--- src/rtl/rle_word_packer_pkg.sv ---
`default_nettype none
// ============================================================================
//  Module   : rle_pkg
//  Brief    : Shared types, code-field layout and unpack helper for the
//             RLE word packer.
//  Revision : 1.0  initial release
// ============================================================================
package rle_pkg;

   localparam int WORD_W  = 16;
   localparam int RUN_W   = 2;
   localparam int IDX_W   = 32;
   localparam int CODE_W  = RUN_W + 1;
   localparam int VAL_BIT = RUN_W;
   localparam int RUN_MSB = RUN_W - 1;

   typedef enum logic [1:0] {
      S_IDLE   = 2'd0,
      S_EXPAND = 2'd1,
      S_OUT    = 2'd2
   } state_t;

   typedef struct packed {
      logic             val;
      logic [RUN_W-1:0] run;
   } code_t;

   // Split an incoming code into its bit value and run length.
   function automatic code_t rle_unpack(input logic [CODE_W-1:0] code);
      code_t c;
      c.val = code[VAL_BIT];
      c.run = code[RUN_MSB:0];
      return c;
   endfunction

endpackage
`default_nettype wire

--- src/rtl/rle_word_packer_if.sv ---
`default_nettype none
// ============================================================================
//  Module   : rle_word_packer_if
//  Brief    : Code-input and word-output handshake bundle of the packer.
//             master = stream source / word consumer, slave = packer.
//  Revision : 1.0  initial release
// ============================================================================
interface rle_word_packer_if #(
   parameter int WORD_W = 16,
   parameter int RUN_W  = 2,
   parameter int IDX_W  = 32
);
   logic              code_valid;
   logic              code_ready;
   logic [RUN_W:0]    code_in;
   logic              code_last;
   logic              word_valid;
   logic              word_ready;
   logic [WORD_W-1:0] word_out;
   logic [IDX_W-1:0]  word_idx;
   logic              word_last;
   logic [3:0]        bit_idx;
   logic              done;

   modport master (
      output code_valid, code_in, code_last, word_ready,
      input  code_ready, word_valid, word_out, word_idx, word_last,
             bit_idx, done
   );

   modport slave (
      input  code_valid, code_in, code_last, word_ready,
      output code_ready, word_valid, word_out, word_idx, word_last,
             bit_idx, done
   );
endinterface
`default_nettype wire

--- src/rtl/rle_word_packer.sv ---
`default_nettype none
// ============================================================================
//  Module   : rle_word_packer
//  Brief    : Expands {value, run} RLE codes one bit per clock into
//             MSB-first words and emits each full or zero-padded final
//             word with a running index.
//  Revision : 1.0  initial release
// ============================================================================
module rle_word_packer
   import rle_pkg::*;
#(
   parameter int WORD_W = rle_pkg::WORD_W,
   parameter int RUN_W  = rle_pkg::RUN_W,
   parameter int IDX_W  = rle_pkg::IDX_W
) (
   input  wire logic        clk,
   input  wire logic        rst_n,
   rle_word_packer_if.slave bus
);

   localparam int FILL_W = $clog2(WORD_W + 1);

   state_t              state_q, state_d;
   logic [FILL_W-1:0]   fill_q,  fill_d;
   logic [RUN_W-1:0]    run_q,   run_d;
   logic                val_q,   val_d;
   logic                last_q,  last_d;
   logic [WORD_W-1:0]   word_q,  word_d;
   logic [IDX_W-1:0]    idx_q,   idx_d;
   logic                done_q,  done_d;

   code_t               code_fields;
   logic [FILL_W-1:0]   bit_pos;
   logic                code_ready;
   logic                word_valid;
   logic                word_last;

   // Next write position counts down from the MSB as the word fills.
   assign bit_pos     = FILL_W'(WORD_W - 1) - fill_q;
   assign code_fields = rle_unpack(bus.code_in);

   // State and datapath registers; reset discards any partial word.
   always_ff @(posedge clk or negedge rst_n) begin
      if (!rst_n) begin
         state_q <= S_IDLE;
         fill_q  <= '0;
         run_q   <= '0;
         val_q   <= 1'b0;
         last_q  <= 1'b0;
         word_q  <= '0;
         idx_q   <= '0;
         done_q  <= 1'b0;
      end else begin
         state_q <= state_d;
         fill_q  <= fill_d;
         run_q   <= run_d;
         val_q   <= val_d;
         last_q  <= last_d;
         word_q  <= word_d;
         idx_q   <= idx_d;
         done_q  <= done_d;
      end
   end

   // Next-state, datapath update and handshake outputs.
   always_comb begin
      state_d    = state_q;
      fill_d     = fill_q;
      run_d      = run_q;
      val_d      = val_q;
      last_d     = last_q;
      word_d     = word_q;
      idx_d      = idx_q;
      done_d     = 1'b0;
      code_ready = 1'b0;
      word_valid = 1'b0;
      word_last  = 1'b0;

      case (state_q)
         S_IDLE: begin
            // Held low while reset is asserted even though state reads IDLE.
            code_ready = rst_n;
            if (bus.code_valid) begin
               val_d  = code_fields.val;
               run_d  = code_fields.run;
               last_d = bus.code_last;
               if (code_fields.run != '0) begin
                  state_d = S_EXPAND;
               end else if (bus.code_last) begin
                  if (fill_q != '0) begin
                     state_d = S_OUT;
                  end else begin
                     // Stream ends on a word boundary: nothing left to emit.
                     done_d = 1'b1;
                     last_d = 1'b0;
                  end
               end
            end
         end

         S_EXPAND: begin
            word_d = word_q | ({{(WORD_W-1){1'b0}}, val_q} << bit_pos);
            fill_d = fill_q + 1'b1;
            run_d  = run_q - 1'b1;
            // A full word must be emitted before the run can continue.
            if (fill_q == FILL_W'(WORD_W - 1)) begin
               state_d = S_OUT;
            end else if (run_q == RUN_W'(1)) begin
               state_d = last_q ? S_OUT : S_IDLE;
            end
         end

         S_OUT: begin
            word_valid = 1'b1;
            word_last  = last_q && (run_q == '0);
            if (bus.word_ready) begin
               idx_d  = idx_q + 1'b1;
               word_d = '0;
               fill_d = '0;
               if (run_q != '0) begin
                  state_d = S_EXPAND;
               end else begin
                  state_d = S_IDLE;
                  if (last_q) begin
                     done_d = 1'b1;
                     last_d = 1'b0;
                  end
               end
            end
         end

         default: state_d = S_IDLE;
      endcase
   end

   assign bus.code_ready = code_ready;
   assign bus.word_valid = word_valid;
   assign bus.word_out   = word_q;
   assign bus.word_idx   = idx_q;
   assign bus.word_last  = word_last;
   assign bus.bit_idx    = bit_pos[3:0];
   assign bus.done       = done_q;

endmodule
`default_nettype wire

--- src/flat_wrapper.sv ---
// flat-port wrapper written by rule: the top's interface ports become plain ports
module rle_word_packer_flat import rle_pkg::*;
#(
   parameter int WORD_W = rle_pkg::WORD_W,
   parameter int RUN_W  = rle_pkg::RUN_W,
   parameter int IDX_W  = rle_pkg::IDX_W
)
  (clk, rst_n, bus_code_valid, bus_code_in, bus_code_last, bus_word_ready, bus_code_ready, bus_word_valid, bus_word_out, bus_word_idx, bus_word_last, bus_bit_idx, bus_done);
  rle_word_packer_if #(.WORD_W(WORD_W), .RUN_W(RUN_W), .IDX_W(IDX_W)) bus_i ();
  input  wire logic clk;
  input  wire logic rst_n;
  input wire logic [$bits(bus_i.code_valid)-1:0] bus_code_valid;
  input wire logic [$bits(bus_i.code_in)-1:0] bus_code_in;
  input wire logic [$bits(bus_i.code_last)-1:0] bus_code_last;
  input wire logic [$bits(bus_i.word_ready)-1:0] bus_word_ready;
  output wire logic [$bits(bus_i.code_ready)-1:0] bus_code_ready;
  output wire logic [$bits(bus_i.word_valid)-1:0] bus_word_valid;
  output wire logic [$bits(bus_i.word_out)-1:0] bus_word_out;
  output wire logic [$bits(bus_i.word_idx)-1:0] bus_word_idx;
  output wire logic [$bits(bus_i.word_last)-1:0] bus_word_last;
  output wire logic [$bits(bus_i.bit_idx)-1:0] bus_bit_idx;
  output wire logic [$bits(bus_i.done)-1:0] bus_done;
  assign bus_i.code_valid = bus_code_valid;
  assign bus_i.code_in = bus_code_in;
  assign bus_i.code_last = bus_code_last;
  assign bus_i.word_ready = bus_word_ready;
  assign bus_code_ready = bus_i.code_ready;
  assign bus_word_valid = bus_i.word_valid;
  assign bus_word_out = bus_i.word_out;
  assign bus_word_idx = bus_i.word_idx;
  assign bus_word_last = bus_i.word_last;
  assign bus_bit_idx = bus_i.bit_idx;
  assign bus_done = bus_i.done;
  rle_word_packer #(.WORD_W(WORD_W), .RUN_W(RUN_W), .IDX_W(IDX_W)) u_core (.clk(clk), .rst_n(rst_n), .bus(bus_i));
endmodule
--- config.mk ---
export PLATFORM = sky130hd
export DESIGN_NAME = rle_word_packer_flat
export DESIGN_NICKNAME = d
export VERILOG_FILES = /design/src/rtl/rle_word_packer_pkg.sv /design/src/rtl/rle_word_packer_if.sv /design/src/rtl/rle_word_packer.sv /design/src/flat_wrapper.sv
export SDC_FILE = /design/constraint.sdc
export NUM_CORES = 1
export LEC_CHECK = 0
export CELL_PAD_IN_SITES_DETAIL_PLACEMENT = 0
export CELL_PAD_IN_SITES_GLOBAL_PLACEMENT = 1
export CORE_MARGIN = 5
export CORE_UTILIZATION = 35
export DETAILED_ROUTE_END_ITERATION = 10
export PLACE_DENSITY = 0.7
export SLEW_MARGIN = 40
export SYNTH_ARGS = -nofsm -noshare
export SYNTH_HDL_FRONTEND = slang
export SYNTH_SLANG_ARGS = --single-unit
--- constraint.sdc ---
create_clock -name clk -period 2 [get_ports clk]
set_input_delay 0.6 -clock clk [delete_from_list [all_inputs] [get_ports clk]]
set_output_delay 0.6 -clock clk [all_outputs]
set_load 0.005 [all_outputs]
==> flow_metrics.env <==
export IMPL_grt_pass1_vias=2440
export IMPL_ioPinCount=64
export IMPL_hold_ws_ps=405
export IMPL_final_area_mm2=0.00409
export IMPL_combinationalPowerShare_pct=37.1
export IMPL_powerDensity_mw_per_mm2=1070
export IMPL_worstSetupEndpointType="output port"
export IMPL_routed_wl_mm=7.16
export IMPL_drt_initial_drc_count=99
export IMPL_synth_cells=278
export IMPL_cap_violations=0
export IMPL_async_flop_share_pct=100
export IMPL_power_mw=4.36
export IMPL_reg2regPathDepth=6
export IMPL_hold_class="in -> async"
export IMPL_outcome="completed"
export IMPL_syn_nets=291
export IMPL_cp_max_fo=3
export IMPL_pwr_share_clk_pct=25.4
export IMPL_crit_type="reg -> out"
export IMPL_arrival_ps=1340
export IMPL_grt_util_all_layers_pct=14.8
export IMPL_report_final_slew_viol_count=0
export IMPL_fill_cells=766
export IMPL_dpl_instance_area_mm2=0.00382
export IMPL_hpwl_mm=5.23
export IMPL_clock_root_buffer="clkbuf_8"
export IMPL_fin_util_pct=49.2
export IMPL_cp_required_ps=1400
export IMPL_firstDrtPassIters=4
export IMPL_antenna_found_initial=0
export IMPL_worst_pin_slew_ps=547
export IMPL_via_per_inst=5.05
export IMPL_nets=375
export IMPL_place_gp_congestion=0.837
export IMPL_grt_pass1_wl_mm=12.1
export IMPL_initial_core_util_pct=36.1
export IMPL_leakage_nw=1.88
export IMPL_rsz0062_at_grt="no"
export IMPL_dieWidth_um=103
export IMPL_max_freq_mhz=516
export IMPL_seqPwrFrac_pct=37.4
export IMPL_setup_viol=0
export IMPL_synth_seq_area_share_pct=50.1
export IMPL_fp_coreArea_mm2=0.00830
export IMPL_antennaDiodeCount=0
export IMPL_start_kind="register"
export IMPL_drtAntennaViolNets=0
export IMPL_worstReg2RegEnd="u_core.bus.word_idx[6]"
export IMPL_die_height_um=103
export IMPL_synth_edf_count=0
export IMPL_post_route_cells_drive_above_1_share_pct=20.4
export IMPL_ys_flop_type="dfrtp_1"
export IMPL_synth_seq_cells=60
export IMPL_p_int_mw=2.95
export IMPL_grt_max_degree=61
export IMPL_grt_overflow_total=0
export IMPL_drc=0
export IMPL_port_buffers=63
export IMPL_synth_avg_cell_area_um2=10.8
export IMPL_synth_cell_types=49
export IMPL_die_area_mm2=0.0105
export IMPL_power_switching_mw=1.41
export IMPL_max_vdd_ir_drop_mv=0.572
export IMPL_tns_ps=0
export IMPL_relSlewSlack_pct=63.5
export IMPL_area_delta_synth_final_pct=36.3
export IMPL_clk_path_buf_depth=2
export IMPL_worstReg2RegStart="u_core.state_q[0]"
export IMPL_wl_per_cell_um=15.2
export IMPL_vias=2382
export IMPL_ys_warn_count=0
export IMPL_hold_viol_final=0
export IMPL_htreeDepth=3
export IMPL_clk_pin_slew_ps=70
export IMPL_rrSetupSlack_ps=160
export IMPL_fin_crit_ps=1940
export IMPL_cts_buffers=9
export IMPL_swShare_pct=32.3
export IMPL_finalClockSkew_ps=6.32
export IMPL_cts_sinks=60
export IMPL_clk_latency_ps=340
export IMPL_period_share_pct=96.9
export IMPL_rows=33
export IMPL_synth_area_mm2=0.00300
export IMPL_cts_tree="done"
-- power groups by stage --
stage,Combinational [mW],Sequential [mW],Clock (mW)
2_1_floorplan,0.841,1.60,0
3_3_place_gp,1.51,1.65,0
3_5_place_dp,1.52,1.65,0
4_1_cts,1.65,1.62,1.16
5_1_grt,1.81,1.67,1.21
6_report,1.62,1.63,1.11
-- per-stage QoR --
| stage | setup slack, ps | std cells |
|---|---|---|
| 2_1_floorplan | 263 | 278 |
| 3_3_place_gp | -143 | 451 |
| 3_5_place_dp | -170 | 451 |
| 4_1_cts | 2.80 | 473 |
| 5_1_grt | 1.93 | 472 |
| 6_report | 61.1 | 472 |
-- critical path, cell delays in order (launching register included) --
cell,delay (ps)
dfrtp_2,430
inv_2,80
clkdlybuf4s50_1,490
-- kinds of logic (layout without fill, tap and decap cells) --
kind of cell / after synthesis / count (layout) / synth area share, %
flops: 60 / 60 / 50.1
compound gates: 33 / 33 / 7.68
simple gates: 115 / 115 / 24.1
fa+ha+maj: 5 / 5 / 2.09
xor+xnor: 31 / 31 / 9.06
mux: 4 / 4 / 1.42
buf+inv: 30 / 119 / 5.55
-- registers in the layout, summed over array words and instances (netlist names) --
| register | count |
|---|---|
| u_core.bus.word_idx | 32 |
| u_core.bus.word_out | 16 |
| u_core.fill_q | 5 |
| u_core.run_q | 2 |
| u_core.state_q | 2 |
| u_core.bus.done | 1 |
| u_core.last_q | 1 |
| u_core.val_q | 1 |
-- what timing repair did --
| action | 4_1_cts | 5_1_grt |
|---|---|---|
| setup endpoints to repair | 7 | 3 |
| hold buffers | 0 | 0 |
| buffers inserted | 6 | 0 |
| gates resized for setup | 18 | 4 |
| pin swaps | 0 | 1 |
-- metal layers --
metal | wire, µm | GRT usage, %
met5 | 0 | 0
met4 | 80 | 3.83
met1 | 3330 | 20.2
met3 | 502 | 5.82
met2 | 3250 | 22.1
-- layout by cell type (no fill, tap or decap), types with 2 or more instances in the layout --
cell type / netlist / layout
clkbuf_8: 0 / 11
clkdlybuf4s50_1: 0 / 57
a31oi_1: 2 / 2
dlygate4sd2_1: 0 / 3
nor2b_1: 2 / 2
nand4_4: 2 / 2
a211o_1: 2 / 2
dfrtp_1: 60 / 57
and2_1: 5 / 4
nor3_1: 4 / 3
buf_2: 7 / 2
nor2_1: 12 / 11
nand4_2: 2 / 2
nor3_2: 1 / 2
buf_4: 6 / 26
xnor2_1: 17 / 17
xor2_1: 14 / 14
nor4_4: 2 / 2
o31ai_1: 3 / 3
inv_2: 2 / 5
dfrtp_2: 0 / 3
nor4_2: 4 / 4
o22ai_1: 2 / 2
and3_1: 10 / 10
mux2i_1: 2 / 2
nand2_1: 33 / 33
and4_1: 4 / 4
a32o_1: 5 / 5
nand3_2: 2 / 2
ha_1: 5 / 4
nand3_1: 11 / 11
nand4_1: 10 / 10
and2b_1: 2 / 2
o21ai_0: 13 / 13
clkinv_2: 0 / 2
inv_1: 10 / 7
nand2b_1: 2 / 2
-- area by class of cell --
type,count,area [µm²],area share (%)
flip-flops and latches,60,1510,36.8
well taps,105,131,3.21
repair buffers,91,845,20.7
inverters,12,45.0,1.10
multi-input cells,188,1360,33.2
clock buffers,12,155,3.80
clock inverters,4,47.5,1.16
-- synthesized netlist by cell type (3+ instances only) --
cell type	number	area [µm²]
a32o_1	5	50.1
and2_1	5	31.3
and3_1	10	62.6
and4_1	4	35.0
buf_2	7	35.0
buf_4	6	45.0
buf_6	3	33.8
dfrtp_1	60	1500
ha_1	5	62.6
inv_1	10	37.5
nand2_1	33	124
nand3_1	11	55.1
nand4_1	10	62.6
nor2_1	12	45.0
nor3_1	4	20.0
nor4_2	4	50.1
o21ai_0	13	65.1
o31ai_1	3	22.5
xnor2_1	17	149
xor2_1	14	123
-- worst max-delay path by stage --
stage / start / endpoint / slack, ps / cells after the start
3_5_place_dp: bus_word_ready / u_core.bus.word_idx[6] / -170 / 5
3_3_place_gp: bus_word_ready / u_core.bus.word_idx[6] / -140 / 5
6_report: u_core.fill_q[2] / bus_bit_idx[2] / 60 / 2
2_1_floorplan: u_core.fill_q[1] / u_core.state_q[1] / 260 / 7
4_1_cts: u_core.run_q[1] / bus_word_last / 3 / 5
5_1_grt: u_core.fill_q[2] / bus_bit_idx[2] / 2 / 2
(Power assumes the default switching activity.)
